==> src/rtl/pong_move_scheduler.sv <==
// rtl/pong_move_scheduler.sv - paddle-button one-shot/auto-repeat channels feeding a round-robin move channel
//
// Build option: define AUTO_REPEAT_EN to build the hold/repeat counters and the
// REPEAT state. When it is undefined each button is a plain one-shot and the
// HOLD_CYCLES/REPEAT_CYCLES/CNT_W parameters have no effect.
//
// Ports:
//   CLOCK      sole clock, rising edge
//   Reset      synchronous active-low reset
//   Buttons    pre-debounced buttons: 0 P1Up, 1 P1Down, 2 P2Up, 3 P2Down
//   MoveReady  game logic accepts the presented command
//   MoveValid  a command is presented on MoveCode
//   MoveCode   index of the granted button
//   Pending    per-button request awaiting grant
module pong_move_scheduler #(
  parameter int HOLD_CYCLES   = 25_000_000,
  parameter int REPEAT_CYCLES = 5_000_000,
  parameter int CNT_W         = 25
) (
  input  logic       CLOCK,
  input  logic       Reset,
  input  logic [3:0] Buttons,
  input  logic       MoveReady,
  output logic       MoveValid,
  output logic [1:0] MoveCode,
  output logic [3:0] Pending
);

`ifdef AUTO_REPEAT_EN
  typedef enum logic [1:0] {
    ST_IDLE   = 2'd0,
    ST_HOLD   = 2'd1,
    ST_REPEAT = 2'd2
  } chan_state_e;

  localparam logic [CNT_W-1:0] HOLD_LAST   = CNT_W'(HOLD_CYCLES - 1);
  localparam logic [CNT_W-1:0] REPEAT_LAST = CNT_W'(REPEAT_CYCLES - 1);

  logic [CNT_W-1:0] cnt_q [4];
  logic [CNT_W-1:0] cnt_d [4];
`else
  typedef enum logic {
    ST_IDLE = 1'b0,
    ST_HOLD = 1'b1
  } chan_state_e;

  logic unused_cfg;
  assign unused_cfg = ^{HOLD_CYCLES, REPEAT_CYCLES, CNT_W};
`endif

  chan_state_e chan_q [4];
  chan_state_e chan_d [4];

  logic [3:0] prev_q, prev_d;
  logic [3:0] pend_q, pend_d;
  logic       valid_q, valid_d;
  logic [1:0] code_q, code_d;
  logic [1:0] ptr_q, ptr_d;

  logic [3:0] req;
  logic [3:0] conflict;
  logic [3:0] clr;
  logic [3:0] elig;
  logic       hs;
  logic       load;
  logic       found;
  logic [1:0] pick;

  // Both buttons of one player held together cancel that player's channels.
  assign conflict = {{2{Buttons[3] & Buttons[2]}}, {2{Buttons[1] & Buttons[0]}}};
  assign prev_d   = Buttons;

  // Per-button channel FSMs
  always_comb begin
    req = '0;
    for (int i = 0; i < 4; i++) begin
      chan_d[i] = chan_q[i];
`ifdef AUTO_REPEAT_EN
      cnt_d[i] = cnt_q[i];
`endif
      if (conflict[i] || !Buttons[i]) begin
        chan_d[i] = ST_IDLE;
`ifdef AUTO_REPEAT_EN
        cnt_d[i] = '0;
`endif
      end else begin
        case (chan_q[i])
          ST_IDLE: begin
            // prev_q resets to all ones, so a button held through reset cannot fire
            if (!prev_q[i]) begin
              chan_d[i] = ST_HOLD;
              req[i]    = 1'b1;
`ifdef AUTO_REPEAT_EN
              cnt_d[i]  = '0;
`endif
            end
          end
`ifdef AUTO_REPEAT_EN
          ST_HOLD: begin
            if (cnt_q[i] == HOLD_LAST) begin
              chan_d[i] = ST_REPEAT;
              req[i]    = 1'b1;
              cnt_d[i]  = '0;
            end else begin
              cnt_d[i] = cnt_q[i] + 1'b1;
            end
          end
          ST_REPEAT: begin
            if (cnt_q[i] == REPEAT_LAST) begin
              req[i]   = 1'b1;
              cnt_d[i] = '0;
            end else begin
              cnt_d[i] = cnt_q[i] + 1'b1;
            end
          end
`else
          ST_HOLD: chan_d[i] = ST_HOLD;
`endif
          default: chan_d[i] = ST_IDLE;
        endcase
      end
    end
  end

  // Round-robin arbiter and pending bookkeeping
  always_comb begin
    hs    = valid_q & MoveReady;
    load  = !valid_q | MoveReady;
    // The button just handshaken is masked so it cannot win the same search.
    clr   = hs ? (4'b0001 << code_q) : 4'b0000;
    elig  = pend_q & ~clr;
    found = 1'b0;
    pick  = ptr_q;
    for (int k = 1; k < 5; k++) begin
      if (!found && elig[ptr_q + 2'(k)]) begin
        found = 1'b1;
        pick  = ptr_q + 2'(k);
      end
    end

    valid_d = valid_q;
    code_d  = code_q;
    ptr_d   = ptr_q;
    if (load) begin
      valid_d = found;
      if (found) begin
        code_d = pick;
        ptr_d  = pick;
      end
    end

    // A new request wins over a same-cycle clear.
    pend_d = (pend_q & ~clr) | req;
  end

  always_ff @(posedge CLOCK) begin
    if (!Reset) begin
      for (int i = 0; i < 4; i++) begin
        chan_q[i] <= ST_IDLE;
`ifdef AUTO_REPEAT_EN
        cnt_q[i]  <= '0;
`endif
      end
      prev_q  <= 4'b1111;
      pend_q  <= 4'b0000;
      valid_q <= 1'b0;
      code_q  <= 2'd0;
      ptr_q   <= 2'd3;
    end else begin
      for (int i = 0; i < 4; i++) begin
        chan_q[i] <= chan_d[i];
`ifdef AUTO_REPEAT_EN
        cnt_q[i]  <= cnt_d[i];
`endif
      end
      prev_q  <= prev_d;
      pend_q  <= pend_d;
      valid_q <= valid_d;
      code_q  <= code_d;
      ptr_q   <= ptr_d;
    end
  end

  assign MoveValid = valid_q;
  assign MoveCode  = code_q;
  assign Pending   = pend_q;

endmodule

==> config.mk <==
export PLATFORM = sky130hd
export DESIGN_NAME = pong_move_scheduler
export DESIGN_NICKNAME = d
export VERILOG_FILES = /design/src/rtl/pong_move_scheduler.sv
export SDC_FILE = /design/constraint.sdc
export NUM_CORES = 1
export LEC_CHECK = 0
export ABC_AREA = 1
export BUFFER_PORTS_ARGS = -buffer_cell sky130_fd_sc_hd__buf_2
export CAP_MARGIN = 5
export CORE_UTILIZATION = 57
export CTS_CLUSTER_SIZE = 28
export DETAILED_ROUTE_END_ITERATION = 16
export GPL_TIMING_DRIVEN = 0
export PLACE_DENSITY = 0.89
export REMOVE_ABC_BUFFERS = 1
export SETUP_SLACK_MARGIN = 0.4
export SLEW_MARGIN = 20
export SYNTH_ARGS = -nofsm -noshare
export SYNTH_HDL_FRONTEND = slang
export SYNTH_SLANG_ARGS = --single-unit
==> constraint.sdc <==
create_clock -name CLOCK -period 4.5 [get_ports CLOCK]
set_input_delay 0.675 -clock CLOCK [delete_from_list [all_inputs] [get_ports CLOCK]]
set_output_delay 0.675 -clock CLOCK [all_outputs]
set_load 0.01 [all_outputs]
==> results.txt, run 1 <==
Outcome - complete, no violations
Vias in the first global route - 712
Multi-input gate area - 433 um^2
Final min period - 1.76 ns
Final setup viols - 0
H-tree levels - 1
WL final - 1720 um
FF/Latch Area - 340 um^2
Layout Nets - 155
Number of clock sinks - 17
P&R area growth vs syn - 11.1%
Critical path's slowest cell - nand2_1
Min-delay src - prev_q[3]
DP Worst Slack - 2.47 ns
Antenna Nets Post-Route - 0
Most frequent CP cell - nand2_1
Final hold vios - 0
Setup tns final - 0 ns
Core Area - 1370 um^2
Setup ws final - 2.74 ns
Gr ovfl total - 0
Max Cap Viol - 0
First-pass GRT wire length - 2770 um
Die area - 1690 um^2
Skew-Pair Late Insertion Delay - 0.29 ns
Worst Hold Class - reg -> reg
Diodes inserted - 0
Cell Chain, Critical Path - buf_2 -> nand2_1 -> inv_1 -> nand2_1 -> nand3_1 -> nand2_1 -> nand2_1 -> nand2_1 -> inv_1 -> nand4_2 -> nand2_2 -> a21oi_1 -> o21ai_0
Share of layout cells above drive strength 1 - 16.3%
Max_slew headroom - 78.4%
Sequential share of power - 38.7%
Yosys reg bits - 17
Clock power frac - 15.8%
Kind of end point of the critical path - flop
Crit Path Category - in -> reg
Mapped Area - 870 um^2
Mean Syn Cell Area - 6.64 um^2
YS warnings - 0
RR Endpoint - ptr_q[0]
Max-slew violation count - 0
Combinational fraction of design power - 45.5%
Max VDD drop - 254 uV
Sw Ratio - 43.1%
Int Power - 0.000291 W
Post-route cell area - 966 um^2
Worst Hold Depth - 1
Commonest cells after routing, fill and taps aside - 39 x nand2_1, 21 x inv_1, 21 x nand3_1
Area contributors post-synth - dfxtp_1 39%, nand2_1 17%, nand3_1 12%, inv_1 9.1%, nor2_1 4.7%
Top Ports - 14
WHS Endpoint - chan_q[3]
Total power draw - 0.000512 W
Post-synthesis sequential area ratio - 39.1%
CTS root buf - clkbuf_4
Layout Utilization - 70.7%
Synth cell types - 14
Final Cycle Share - 39.1%
Fin Clk Skew - 0.00725 ns
Routed vias/inst - 5.20
P per Cell Area - 530 nW/um^2
Initial antenna violation count - 0
WP data required - 4.68 ns
Fmax - 0.569 GHz
Largest net degree at the start of global routing - 10
Initial core utilization - 63.6%
Cells after Synth - 131
FP Rows - 13
Vias - 843
Crit start category - primary input
DIE WIDTH - 41.1 um
Fill cells - 122
Port bufs - 13
Worst EP arrival - 1.94 ns
RSZ-0062 raised after global routing - false
Post-cts resize count - 0
Pleak - 0.514 nW
CP max stage delay - 0.15 ns
Leading area contributor after synthesis - dfxtp_1
Pre-antenna DRT Iters - 4
Clk buf depth - 2
Area share of the largest cell type after synthesis - 39.1%
Worst-path fanout max - 6
Post-CTS setup buffers - 0
Die Y - 41.1 um
CTS tree - done
Worst-Margin Slew - 0.324 ns
Total CTS buffers - 3
Reg2reg start - ptr_q[0]
DR WL/cell - 10.6 um
DRT iter0 DRCs - 30
DP Area - 940 um^2
Psw - 0.000221 W
RePlAce Congestion - 0.899
DRC viols - 0
Post-cts hold buffer count - 0
Post-DP HPWL - 1340 um
Leading cell type in the layout, fill and taps excluded - nand2_1
FF-to-FF path depth - 11
R2r setup slk - 2.75 ns
Clock transition at path regs - 0.10 ns
Total GRT Usage - 25.6%
area by class of cell:
| cell class | count | area share, % |
|---|---|---|
| tap | 15 | 1.94 |
| multi-input combinational | 91 | 44.8 |
| sequential | 17 | 35.2 |
| inverter | 22 | 8.55 |
| clock buffer | 4 | 2.72 |
| timing repair buffer | 13 | 6.74 |
synthesized netlist by cell type:
library cell	number
nor2_4	1
a211oi_1	4
inv_2	1
clkbuf_8	1
dfxtp_1	17
a21oi_1	7
nand2_2	4
nor2_1	11
xor2_2	1
nand4_2	1
nand2_1	39
nand3_1	21
inv_1	21
o21ai_0	2
cell families after synthesis:
kind of cell / Yosys count / share of synthesized area (%)
xor gates and xnor gates: 1 / 1.87
and+or+nand+nor: 77 / 39.3
AOI/OAI and AO/OA: 13 / 8.63
DFF: 17 / 39.1
buffers and inverters: 23 / 11.1
worst max-delay path, delay by kind of cell:
family	cells	cell delay, ns
simple gates	8	0.79
buf+inv	3	0.25
compound gates	2	0.24
registers in the layout (all words and copies together) (netlist names):
name	cells
Pending	4
chan_q	4
prev_q	4
ptr_q	2
MoveCode	2
MoveValid	1
metrics by stage:
step | hold slack (ns) | cells
after floorplan | 0.414 | 130
after detailed placement | 0.432 | 158
after global placement | 0.422 | 158
after CTS | 0.434 | 162
final | 0.431 | 162
after global routing | 0.467 | 162
power groups by stage:
stage               Sequential [W]  Combinational (W)   Clock, W
CTS                       0.000197           0.000232  0.0000822
detailed placement        0.000201           0.000229          0
floorplan                 0.000202           0.000177          0
global placement          0.000200           0.000223          0
finish                    0.000198           0.000233  0.0000808
global route              0.000203           0.000264  0.0000897
worst max-delay path by stage:
stage | startpoint | end | slack [ns] | cells after the start
after global placement | MoveReady | MoveCode[1] | 2.51 | 14
final | MoveReady | ptr_q[1] | 2.74 | 13
after global routing | MoveReady | ptr_q[1] | 2.55 | 13
after floorplan | MoveReady | MoveCode[1] | 2.75 | 13
after detailed placement | MoveReady | MoveCode[0] | 2.47 | 14
after CTS | MoveReady | ptr_q[1] | 2.75 | 13
metal layers:
layer,track usage [%],share of wire (%)
met1,29.4,45
met2,44.5,49
met3,8.15,4.9
met4,7.50,0.87
met5,0,0
Note: power is estimated with default switching activity, not from simulation.
==> run 2, diff against run 1 <==
--- a/config.mk
+++ b/config.mk
@@ -5,14 +5,14 @@
 export SDC_FILE = /design/constraint.sdc
 export NUM_CORES = 1
 export LEC_CHECK = 0
-export ABC_AREA = 1
+export ABC_AREA = 0
 export BUFFER_PORTS_ARGS = -buffer_cell sky130_fd_sc_hd__buf_2
 export CAP_MARGIN = 5
-export CORE_UTILIZATION = 57
+export CORE_UTILIZATION = 47
 export CTS_CLUSTER_SIZE = 28
 export DETAILED_ROUTE_END_ITERATION = 16
 export GPL_TIMING_DRIVEN = 0
-export PLACE_DENSITY = 0.89
+export PLACE_DENSITY = 0.81
 export REMOVE_ABC_BUFFERS = 1
 export SETUP_SLACK_MARGIN = 0.4
 export SLEW_MARGIN = 20
==> constraint.sdc (replaced) <==
create_clock -name CLOCK -period 1.5 [get_ports CLOCK]
set_input_delay 0.225 -clock CLOCK [delete_from_list [all_inputs] [get_ports CLOCK]]
set_output_delay 0.225 -clock CLOCK [all_outputs]
set_load 0.01 [all_outputs]
==> run 2 against run 1 <==
  * Synthesized cell count decreased by 40%
  * Global-route usage down 6.1 points
  * Clock skew fell by 0.0023 ns
  * Power up 76%
  * Clock power increased to 3.0 times the previous value
  * Sequential share of layout area increased by 1.1 points
  * Final cell count is 30% lower
  * Final area up 0.26%
  * First-iteration DRC count decreased by 77%
  * Utilization fell by 7.9 points
  * Via count fell by 22%
  * Critical path type is now reg -> reg
==> results.txt, run 2 <==
Final hold vios - 0
Worst Hold Class - in -> reg
Clk buf depth - 2
Cells after DPL - 106
Worst-Margin Slew - 0.319 ns
Post-synth EDFFs - 0
Vias - 658
WL final - 1640 um
CTS tree - done
M2 GR Usage - 33.3%
Total GRT Usage - 19.5%
Pre-antenna DRT Iters - 4
Fill cells - 132
Area share of the largest cell type after synthesis - 43.3%
FP Rows - 14
Non-Filler Instances - 114
Post-synth ARST share - 0%
Largest net degree at the start of global routing - 14
Skew-Pair Late Insertion Delay - 0.29 ns
Setup ws final - 0.0355 ns
Met1 Resource Use GR - 22.9%
Commonest cells after routing, fill and taps aside - 12 x dfxtp_1, 12 x buf_2, 6 x nor2b_1
Die area - 1840 um^2
Yosys reg bits - 17
CP max stage delay - 0.40 ns
Total CTS buffers - 3
Kind of end point of the critical path - flop
CTS root buf - clkbuf_4
DIE WIDTH - 42.9 um
Outcome - complete, no violations
P per Cell Area - 930 nW/um^2
Core Area - 1540 um^2
Antenna Nets Post-Route - 0
Post-synthesis sequential area ratio - 43.3%
Crit start category - flop
YS warnings - 0
Fin Clk Skew - 0.00491 ns
Cells after Synth - 78
Vias in the first global route - 590
Fmax - 0.683 GHz
Routed vias/inst - 5.77
Initial core utilization - 51.0%
Met3 usage - 6.38%
DRC viols - 0
Leading cell type by number of instances after synthesis - dfxtp_1
Number of clock sinks - 17
GR peak layer - met2
Total power draw - 0.000901 W
Final min period - 1.46 ns
Share of layout cells above drive strength 1 - 36.7%
P&R area growth vs syn - 23.2%
Area contributors post-synth - dfxtp_1 43%, nor2b_1 4.8%, nor4b_1 4.5%, nand2b_1 4.0%, nor3b_1 3.8%
RePlAce Congestion - 0.813
Synth cell types - 33
Max VDD drop - 640 uV
Gr ovfl total - 0
Final Hold Slack - 0.190 ns
Cell Chain, Critical Path - mux2_4 -> o22a_1 -> o2bb2a_4 -> a21o_1 -> o211ai_1
Port bufs - 13
Worst-path fanout max - 6
Initial antenna violation count - 0
Mean Syn Cell Area - 10.1 um^2
Leading area contributor after synthesis - dfxtp_1
Post-cts hold buffer count - 0
Crit Path Category - reg -> reg
Max-slew violation count - 0
Setup tns final - 0 ns
Main synth FF type - dfxtp_1
Layout Nets - 106
DP Worst Slack - -0.0796 ns
DR WL/cell - 14.4 um
Worst EP arrival - 1.64 ns
Max Cap Viol - 0
Diodes inserted - 0
WP data required - 1.67 ns
Synth top cells by count - 17 x dfxtp_1, 6 x nor2b_1, 5 x nand2b_1
H-tree levels - 1
DRT iter0 DRCs - 7
Pleak - 0.384 nW
Top Ports - 14
Critical path's slowest cell - dfxtp_4
Max_slew headroom - 78.4%
First-pass GRT wire length - 2590 um
Post-DP HPWL - 1070 um
Mapped Area - 786 um^2
Die Y - 42.9 um
Final Cycle Share - 97.6%
Clock transition at path regs - 0.10 ns
RSZ-0062 raised after global routing - true
Final setup viols - 0
-- run 2: per-layer routing --
metal  vias to the layer above  routed length, um
li1                        334                  -
met1                       306                748
met4                         0                 13
met2                        16                805
met3                         2                 72
met5                         -                  0
-- run 2: cell families after synthesis --
family | synth area share [%]
buffers and inverters | 3.34
DFF | 43.3
muxes | 1.43
AOI/OAI and AO/OA | 22.8
and+or+nand+nor | 29.1
-- run 2: timing repair --
item	in CTS	in global routing
setup buffers	3	1
resized for setup	10	4
pin swaps	7	4
setup endpoints to repair	10	11
-- run 2: cell type report --
cell class              instances  area [um^2]  share of cell area [%]
clock inverters                 1         5.00                   0.517
repair buffers                 17          109                    11.2
well taps                      16         20.0                    2.07
clock buffers                   3         22.5                    2.33
inverters                       4         15.0                    1.55
flip-flops and latches         17          352                    36.3
multi-input cells              56          445                    46.0
-- run 2: per-stage QoR --
step,area (um^2),util [%]
after global routing,968,62.8
after CTS,950,61.6
final,968,62.8
after global placement,860,55.8
after floorplan,774,-
after detailed placement,860,55.8
-- run 2: power breakdown --
group | internal [W] | switching [W] | total [W]
Combinational | 0.0000833 | 0.0000703 | 0.000154
Sequential | 0.000477 | 0.0000289 | 0.000506
Clock | 0.0000992 | 0.000142 | 0.000242
-- run 2: worst paths after layout --
check / from / endpoint / slack (ns) / cells past startpoint
max reg2reg: MoveCode[0] / ptr_q[1] / 0.04 / 5
max: MoveCode[0] / ptr_q[1] / 0.04 / 5
min reg2reg: chan_q[0] / chan_q[0] / 0.52 / 2
min: Buttons[2] / prev_q[2] / 0.19 / 2
-- run 2: worst max-delay path: cells and delay by family (launching register included) --
family	cells	cell delay, ns
muxes	1	0.32
AOI/OAI and AO/OA	4	0.64
DFF	1	0.40
==> run 3, diff against run 2 <==
--- a/config.mk
+++ b/config.mk
@@ -13,9 +13,11 @@
 export DETAILED_ROUTE_END_ITERATION = 16
 export GPL_TIMING_DRIVEN = 0
 export PLACE_DENSITY = 0.81
+export RECOVER_POWER = 50
 export REMOVE_ABC_BUFFERS = 1
 export SETUP_SLACK_MARGIN = 0.4
 export SLEW_MARGIN = 20
 export SYNTH_ARGS = -nofsm -noshare
 export SYNTH_HDL_FRONTEND = slang
 export SYNTH_SLANG_ARGS = --single-unit
+export TNS_END_PERCENT = 30
==> run 3 against run 2 <==
  * Final area is 3.2% lower
  * Global-route usage decreased by 1.2 points
  * Maximum frequency rose by 1.7%
  * Largest power group unchanged
  * First-iteration DRC count grew 71%
  * Sequential power is essentially flat
  * Wire length shrank 7.6%
  * Worst hold slack got worse by 0.00082 ns
  * Combinational power shrank 11%
  * Critical path type unchanged
  * Worst setup slack better by 0.024 ns
  * Clock power up 2%
==> results.txt, run 3 (synthesis gave the netlist of run 2 again) <==
Outcome - complete, no violations
Sw Ratio - 27.0%
Top Ports - 14
Worst-path fanout max - 7
Clk buf depth - 2
Die Y - 42.9 um
Met1 Resource Use GR - 22.1%
Final min period - 1.44 ns
Max_slew headroom - 79.9%
DRT iter0 DRCs - 12
Critical path's slowest cell - and4bb_4
R2r setup slk - 0.06 ns
Total GRT Usage - 18.2%
Fmax - 0.694 GHz
Number of clock sinks - 17
Crit path launch - MoveCode[1]
Final Cycle Share - 96.0%
Antenna Nets Post-Route - 0
Sequential share of power - 56.9%
GR peak layer - met2
Port bufs - 13
Cell Chain, Critical Path - and4bb_4 -> a2bb2oi_4 -> o2bb2a_4 -> a21o_1 -> o211ai_1
First-pass GRT wire length - 2440 um
RSZ-0062 raised after global routing - true
Die area - 1840 um^2
Reg2reg start - MoveCode[1]
DR WL/cell - 13.5 um
Vias - 657
Buf/Inv on CP - 0
Met3 usage - 6.38%
Worst Hold Class - in -> reg
Crit start category - flop
FF-to-FF path depth - 5
WL final - 1520 um
Total CTS buffers - 3
Clock power frac - 27.7%
Largest net degree at the start of global routing - 14
P&R area growth vs syn - 19.3%
DRC viols - 0
Core Area - 1540 um^2
Max-slew violation count - 0
Skew-Pair Late Insertion Delay - 0.29 ns
Max VDD drop - 644 uV
Initial core utilization - 51.0%
Pre-antenna DRT Iters - 4
Share of layout cells above drive strength 1 - 32.3%
DIE WIDTH - 42.9 um
Leading cell type in the layout, fill and taps excluded - dfxtp_1
Int Power - 0.000649 W
Pleak - 0.368 nW
Max Cap Viol - 0
CTS root buf - clkbuf_4
RR Endpoint - ptr_q[1]
FP Rows - 14
Layout Utilization - 60.8%
Vias in the first global route - 563
Clock transition at path regs - 0.10 ns
Cells after DPL - 106
H-tree levels - 1
Initial antenna violation count - 0
RePlAce Congestion - 0.813
Kind of end point of the critical path - flop
Non-Filler Instances - 112
Post-cts hold buffer count - 0
Worst-Margin Slew - 0.297 ns
Setup crit end - ptr_q[1]
Psw - 0.000240 W
Critical path's top delay family - compound AO/OA/AOI/OAI gates
Combinational fraction of design power - 15.4%
Final hold vios - 0
Crit Path Category - reg -> reg
Fin Clk Skew - 0.00585 ns
Diodes inserted - 0
WP data required - 1.68 ns
CTS tree - done
WP depth - 5
Gr ovfl total - 0
Commonest cells after routing, fill and taps aside - 13 x dfxtp_1, 12 x buf_2, 6 x nor2b_1
Layout Nets - 104
M2 GR Usage - 30.0%
CP max stage delay - 0.38 ns
P per Cell Area - 948 nW/um^2
Routed vias/inst - 5.87
Worst EP arrival - 1.62 ns
Final setup viols - 0
Post-DP HPWL - 1070 um
run 3: power groups by stage:
stage               clock network (W)  registers [W]   logic, W
floorplan                           0       0.000513  0.0000781
global placement                    0       0.000511   0.000120
detailed placement                  0       0.000513   0.000123
CTS                          0.000252       0.000505   0.000137
global route                 0.000271       0.000512   0.000148
finish                       0.000246       0.000506   0.000137
run 3: per-stage QoR:
| step | total power [W] | instance area, um^2 | setup TNS [ns] | hold WS [ns] | setup WS, ns |
|---|---|---|---|---|---|
| global placement | 0.000631 | 860 | -0.0483 | 0.472 | -0.0354 |
| floorplan | 0.000591 | 774 | 0 | 0.305 | 0.00290 |
| CTS | 0.000894 | 935 | 0 | 0.180 | 0.0428 |
| detailed placement | 0.000636 | 860 | -0.210 | 0.485 | -0.0796 |
| finish | 0.000889 | 937 | 0 | 0.189 | 0.0600 |
| global route | 0.000932 | 937 | 0 | 0.187 | 0.000420 |
run 3: layer usage:
metal	share of wire, %	vias to the layer above
met5	0	-
met2	47	18
met4	0.86	0
met3	4.9	2
li1	-	328
met1	47	309
run 3: what timing repair did:
action                                  CTS  global route
pin swaps                                 6             3
buffers inserted                          2             0
endpoints found under the setup margin   10            13
resized for setup                         8             2
run 3: layout make-up:
| type | instances | area (um^2) |
|---|---|---|
| Fill cell | 136 | 604 |
| Sequential cell | 17 | 348 |
| Multi-Input combinational cell | 56 | 444 |
| Tap cell | 16 | 20.0 |
| Inverter | 4 | 15.0 |
| Timing Repair Buffer | 15 | 82.6 |
| Clock inverter | 1 | 5.00 |
| Clock buffer | 3 | 22.5 |
run 3: worst min-delay path by stage:
stage | start | end | slack (ns) | cells past startpoint
after CTS | Buttons[2] | prev_q[2] | 0.18 | 2
after floorplan | Reset | ptr_q[0] | 0.30 | 1
after global placement | Buttons[2] | prev_q[2] | 0.47 | 2
after detailed placement | Buttons[2] | prev_q[2] | 0.48 | 2
after global routing | Buttons[0] | prev_q[0] | 0.19 | 2
final | Buttons[2] | prev_q[2] | 0.19 | 2
